`config.mk`:
```
export PLATFORM = sky130hd
export DESIGN_NAME = cpu_jogada
export DESIGN_NICKNAME = d
export VERILOG_FILES = /design/src/rtl/cpu_jogada_pkg.sv /design/src/rtl/cpu_jogada_avalia_linha.sv /design/src/rtl/cpu_jogada.sv
export SDC_FILE = /design/constraint.sdc
export NUM_CORES = 1
export LEC_CHECK = 0
export BUFFER_PORTS_ARGS = -buffer_cell sky130_fd_sc_hd__clkbuf_2
export CAP_MARGIN = 20
export CORE_ASPECT_RATIO = 1.4
export CORE_MARGIN = 5
export CORE_UTILIZATION = 50
export CTS_CLUSTER_DIAMETER = 60
export DETAILED_ROUTE_END_ITERATION = 8
export PLACE_DENSITY = 0.81
export SETUP_SLACK_MARGIN = 0.2
export SYNTH_ARGS = -nofsm -noshare
export SYNTH_HDL_FRONTEND = slang
export SYNTH_SLANG_ARGS = --single-unit
```
`constraint.sdc`:
```
create_clock -name clock -period 5.04 [get_ports clock]
set_input_delay 0.252 -clock clock [delete_from_list [all_inputs] [get_ports clock]]
set_output_delay 0.252 -clock clock [all_outputs]
set_load 0.01 [all_outputs]
```
`src/rtl/cpu_jogada_pkg.sv`:
```
// rtl/cpu_jogada_pkg.sv - cell encoding, FSM states and line table for the CPU move engine
package cpu_jogada_pkg;

  localparam logic [1:0] PLAYER = 2'd0;
  localparam logic [1:0] CPU    = 2'd1;
  localparam logic [1:0] VAZIO  = 2'd2;

  typedef enum logic [2:0] {
    IDLE,
    GANHA,
    BLOQUEIA,
    ESCOLHE,
    PRONTO
  } estado_t;

  // Rows, columns, then the two diagonals.
  localparam logic [0:7][0:2][3:0] LINHAS = '{
    '{4'd0, 4'd1, 4'd2},
    '{4'd3, 4'd4, 4'd5},
    '{4'd6, 4'd7, 4'd8},
    '{4'd0, 4'd3, 4'd6},
    '{4'd1, 4'd4, 4'd7},
    '{4'd2, 4'd5, 4'd8},
    '{4'd0, 4'd4, 4'd8},
    '{4'd2, 4'd4, 4'd6}
  };

  // Fallback preference: centre, corners, edges.
  localparam logic [0:8][3:0] PRIORIDADE = '{
    4'd4, 4'd0, 4'd2, 4'd6, 4'd8, 4'd1, 4'd3, 4'd5, 4'd7
  };

  function automatic logic [1:0] celula(input logic [17:0] tab, input logic [3:0] idx);
    return tab[{idx, 1'b0} +: 2];
  endfunction

endpackage

```
`src/rtl/cpu_jogada_avalia_linha.sv`:
```
// rtl/cpu_jogada_avalia_linha.sv - detects two target cells plus one empty cell on a line
module avalia_linha
  import cpu_jogada_pkg::*;
(
  input  logic [1:0] cel0_i,
  input  logic [1:0] cel1_i,
  input  logic [1:0] cel2_i,
  input  logic [1:0] alvo_i,
  output logic       hit_o,
  output logic [1:0] offset_o
);

  logic [2:0] eh_alvo;
  logic [2:0] eh_vazio;

  assign eh_alvo  = {cel2_i == alvo_i, cel1_i == alvo_i, cel0_i == alvo_i};
  assign eh_vazio = {cel2_i == VAZIO,  cel1_i == VAZIO,  cel0_i == VAZIO};

  // The two sets are disjoint, so complementary masks mean exactly two targets and one empty.
  assign hit_o    = $onehot(eh_vazio) && (eh_alvo == ~eh_vazio);
  assign offset_o = eh_vazio[0] ? 2'd0 : (eh_vazio[1] ? 2'd1 : 2'd2);

endmodule

```
`src/rtl/cpu_jogada.sv`:
```
// rtl/cpu_jogada.sv - tic-tac-toe CPU move selector: win, block, then positional fallback
module cpu_jogada
  import cpu_jogada_pkg::*;
(
  input  logic        clock,
  input  logic        reset,
  input  logic [17:0] tabuleiro,
  input  logic        pedido,
  input  logic        aceito,
  output logic        valido,
  output logic [3:0]  posicao,
  output logic [8:0]  posicao_oh,
  output logic        cheio,
  output logic        ocupado
);

  estado_t     estado_q, estado_d;
  logic [2:0]  cnt_q, cnt_d;
  logic [17:0] tab_q, tab_d;
  logic [3:0]  pos_q, pos_d;
  logic [8:0]  oh_q, oh_d;
  logic        cheio_q, cheio_d;

  logic [0:2][3:0] linha_atual;
  logic [1:0]      alvo;
  logic            hit;
  logic [1:0]      offset;
  logic [3:0]      idx_vazio;
  logic            achou;
  logic [3:0]      escolha;

  assign linha_atual = LINHAS[cnt_q];
  assign alvo        = (estado_q == GANHA) ? CPU : PLAYER;

  avalia_linha u_avalia (
    .cel0_i   (celula(tab_q, linha_atual[0])),
    .cel1_i   (celula(tab_q, linha_atual[1])),
    .cel2_i   (celula(tab_q, linha_atual[2])),
    .alvo_i   (alvo),
    .hit_o    (hit),
    .offset_o (offset)
  );

  assign idx_vazio = (offset == 2'd0) ? linha_atual[0] :
                     (offset == 2'd1) ? linha_atual[1] : linha_atual[2];

  // Walk the preference list backwards so the highest-priority empty cell wins.
  always_comb begin
    achou   = 1'b0;
    escolha = 4'd0;
    for (int i = 8; i >= 0; i--) begin
      if (celula(tab_q, PRIORIDADE[i]) == VAZIO) begin
        achou   = 1'b1;
        escolha = PRIORIDADE[i];
      end
    end
  end

  always_comb begin
    estado_d = estado_q;
    cnt_d    = cnt_q;
    tab_d    = tab_q;
    pos_d    = pos_q;
    oh_d     = oh_q;
    cheio_d  = cheio_q;
    case (estado_q)
      IDLE: begin
        if (pedido) begin
          tab_d    = tabuleiro;
          cnt_d    = 3'd0;
          estado_d = GANHA;
        end
      end
      GANHA, BLOQUEIA: begin
        if (hit) begin
          pos_d    = idx_vazio;
          oh_d     = 9'd1 << idx_vazio;
          cheio_d  = 1'b0;
          estado_d = PRONTO;
        end else if (cnt_q == 3'd7) begin
          cnt_d    = 3'd0;
          estado_d = (estado_q == GANHA) ? BLOQUEIA : ESCOLHE;
        end else begin
          cnt_d = cnt_q + 3'd1;
        end
      end
      ESCOLHE: begin
        pos_d    = achou ? escolha : 4'd0;
        oh_d     = achou ? (9'd1 << escolha) : 9'd0;
        cheio_d  = ~achou;
        estado_d = PRONTO;
      end
      PRONTO: begin
        if (aceito) estado_d = IDLE;
      end
      default: estado_d = IDLE;
    endcase
  end

  always_ff @(posedge clock) begin
    if (!reset) begin
      estado_q <= IDLE;
      cnt_q    <= 3'd0;
      tab_q    <= {9{VAZIO}};
      pos_q    <= 4'd0;
      oh_q     <= 9'd0;
      cheio_q  <= 1'b0;
    end else begin
      estado_q <= estado_d;
      cnt_q    <= cnt_d;
      tab_q    <= tab_d;
      pos_q    <= pos_d;
      oh_q     <= oh_d;
      cheio_q  <= cheio_d;
    end
  end

  assign valido     = (estado_q == PRONTO);
  assign ocupado    = (estado_q != IDLE);
  assign posicao    = pos_q;
  assign posicao_oh = oh_q;
  assign cheio      = cheio_q;

endmodule

```
==> impl_results.md <==
- Via count: 2970
- IO Count: 38
- Leakage power: 0.00123 uW
- Worst path cell trace: inv_1 -> ha_2 -> mux2_4 -> a222oi_1 -> o211a_1 -> inv_1 -> fa_1 -> nand2b_1 -> or4_1 -> o31ai_2 -> or2_2 -> a211oi_1 -> a311oi_1
- Wire per inst: 17.7 um
- Delay of the slowest critical-path stage: about 0.52 ns
- Total Negative Setup Slacks: 0 ns
- CTS tree: yes
- Vias in the first global route: 2759
- Largest net degree at the start of global routing: 21
- Worst-Margin Slew: 1.06 ns
- GRT Total Usage: 22.5%
- VDD IR max: 0.248 mV
- Diodes inserted: 0
- Synth cell count leaders: nand2_1 (49), dfxtp_1 (38), a21oi_1 (20)
- Register area: 763 sq um
- Most used cell along the critical path: inv_1
- P per Cell Area: 596 nW/um^2
- Cell accounting for the most synthesized area: dfxtp_1
- Setup-failing EPs final: 0
- Area of the multi-input gates: 1980 sq um
- H-tree depth: 2
- Gate power share: about three fifths
- CTS buffer count: 5
- Final Max Slew Viols: 0
- Worst setup margin: 0.651 ns
- Via density per instance: 6.48
- Clock Sinks: 38
- Fin Clk Skew: 0.0104 ns
- Synth warnings: 0
- P_int: 1000 uW
- Synth top area share: 25.9%
- Required time worst endpoint: 5.23 ns
- Die Height: 101 um
- Wirelength, routed: 8110 um
- Final period utilization: 87.1%
- IO buf count: 37
- First-pass GRT wire length: 13500 um
- Gpl congestion: ~0.96
- EDFF count, synth: 0
- Chip width: 74.7 um
- Die ar.: about 7500 sq um
- Final #Nets: between 400 and 500
- DRT Pass-1 Iters: 5
- Clock power frac: 16.8%
- # rows: 33
- Hold_ws: 0.161 ns
- Post-DP HPWL: 5970 um
- Cells after Synth: 365
- Syn nets: 394
- Critical path arrival: 4.58 ns
- Initial drt markers: 269
- Synth cell types: 67
- Initial core utilization: 50.7%
- Clock slew at reported path FFs: 0.09 ns
- RSZ-0062 raised after global routing: false
- Worst slew margin: around 29%
- Mapped Area: approximately 3000 sq um
- Sw Share: 47.9%
- Post-CTS Hold Fix Bufs: 0
- Worst-skew pair later-pin latency: 0.30 ns
- Most used DFF post-synth: dfxtp_1
- Register bit total from synthesis: 38
- CP Capture Type: register
- Final Hold Fails: 0
- CTS resizes: 0
- Status: finished, final reports clean
- # fillers: 562
- Area contributors post-synth: dfxtp_1 (26%), nand2_1 (6.3%), mux2_2 (3.5%)
- Grt total ovfl: 0
- Fmax achieved: roughly 230 MHz
- Max_cap viols: 0
- Post-synth ARST share: 0%
- Initial antenna violation count: 0
- Flop pwr share: a little under a quarter
- Worst-path fanout max: 17
- Most common cell in the synthesized netlist: nand2_1
- Clock root buffer: clkbuf_8
- Worst hold path type: primary input to register
- Kind of critical path: register to register
- Clk buf depth: 2
- Layout cell share with drive strength beyond 1: between 20% and 30%
- Sequential share of the synthesized area: 25.9%
- Dpl ws: 0.262 ns
- Psw: 919 uW
- Area grow syn2layout: 9.81%
- Final critical-path required period: 4.39 ns
- Post-CTS setup buffers: 0
- Syn avg cell area: 8.04 sq um
- DRT antenna net count: 0
- CORE AREA: 5780 sq um
- DR DRC count: 0
- Startpoint Class: register
- Crit-path slowest cell: a222oi_1
## critical path: cells and delay by family (launching register included)
kind	cells	cell delay, ns
adder cells (fa/ha/maj)	2	0.90
buffers and inverters	2	0.26
AO/OA/AOI/OAI	5	1.40
AND/OR/NAND/NOR	3	0.96
multiplexers	1	0.36
flip-flops	1	0.40
## through the flow
step           total power (uW)  cell area [sq um]  instances  util (%)
2_1_floorplan              1370               2930        365         -
3_3_place_gp               1540               3080        450      53.2
3_5_place_dp               1570               3080        450      53.2
4_1_cts                    1890               3210        458      55.6
5_1_grt                    2060               3220        458      55.7
6_report                   1920               3220        458      55.7
## worst paths after layout
kind | cells past startpoint | startpoint | slack [ns] | end
worst min-delay path | 3 | tabuleiro[5] | 0.16 | tab_q[5]
worst min register to register | 2 | cheio | 0.47 | cheio
worst max register to register | 13 | cnt_q[1] | 0.65 | posicao_oh[0]
worst max-delay path | 13 | cnt_q[1] | 0.65 | posicao_oh[0]
## state kept, by name, indices dropped and copies added (netlist names)
signal,count
cnt_q,3
tab_q,18
cheio,1
posicao_oh,9
estado_q,3
posicao,4
## kinds of logic after synthesis
| kind of cell | share of synthesized area [%] |
|---|---|
| mux | 9.43 |
| xor+xnor | 0.299 |
| buf+inv | 7.04 |
| simple gates | 25.0 |
| flops | 25.9 |
| compound gates | 29.1 |
| fa+ha+maj | 3.24 |
## power by group through the flow
stage | clock, uW | combinational [uW] | sequential [uW]
2_1_floorplan | 0 | 942 | 430
3_5_place_dp | 0 | 1110 | 454
4_1_cts | 325 | 1120 | 448
5_1_grt | 339 | 1260 | 460
6_report | 322 | 1150 | 452
3_3_place_gp | 0 | 1090 | 452
## final cells by class
type	instances	share of cell area (%)
clock inverter	3	2.14
tap	70	2.72
inverter	13	1.52
clock buffer	5	2.14
timing repair buffer	40	6.45
multi-input combinational	289	61.3
sequential	38	23.7
## layout by cell type, fill, tap and decap left out, types with 8 or more instances in the layout
cell type | Yosys | routed
nand2_1 | 49 | 49
clkbuf_2 | 0 | 37
dfxtp_1 | 38 | 36
a21oi_1 | 20 | 20
nor2_1 | 17 | 17
nand3_1 | 17 | 17
o21ai_0 | 15 | 15
nand2b_1 | 14 | 14
inv_1 | 11 | 11
nor3_1 | 11 | 11
a211oi_1 | 11 | 11
mux2i_1 | 10 | 10
a32oi_1 | 9 | 9
mux2_2 | 9 | 9
nor2b_1 | 8 | 8
## routing by layer
layer | track usage (%) | wire length (um)
met5 | 0 | 0
met4 | 6.30 | 197
met3 | 3.69 | 587
met2 | 38.0 | 4040
met1 | 29.2 | 3290
Note: power is estimated with default switching activity, not from simulation.
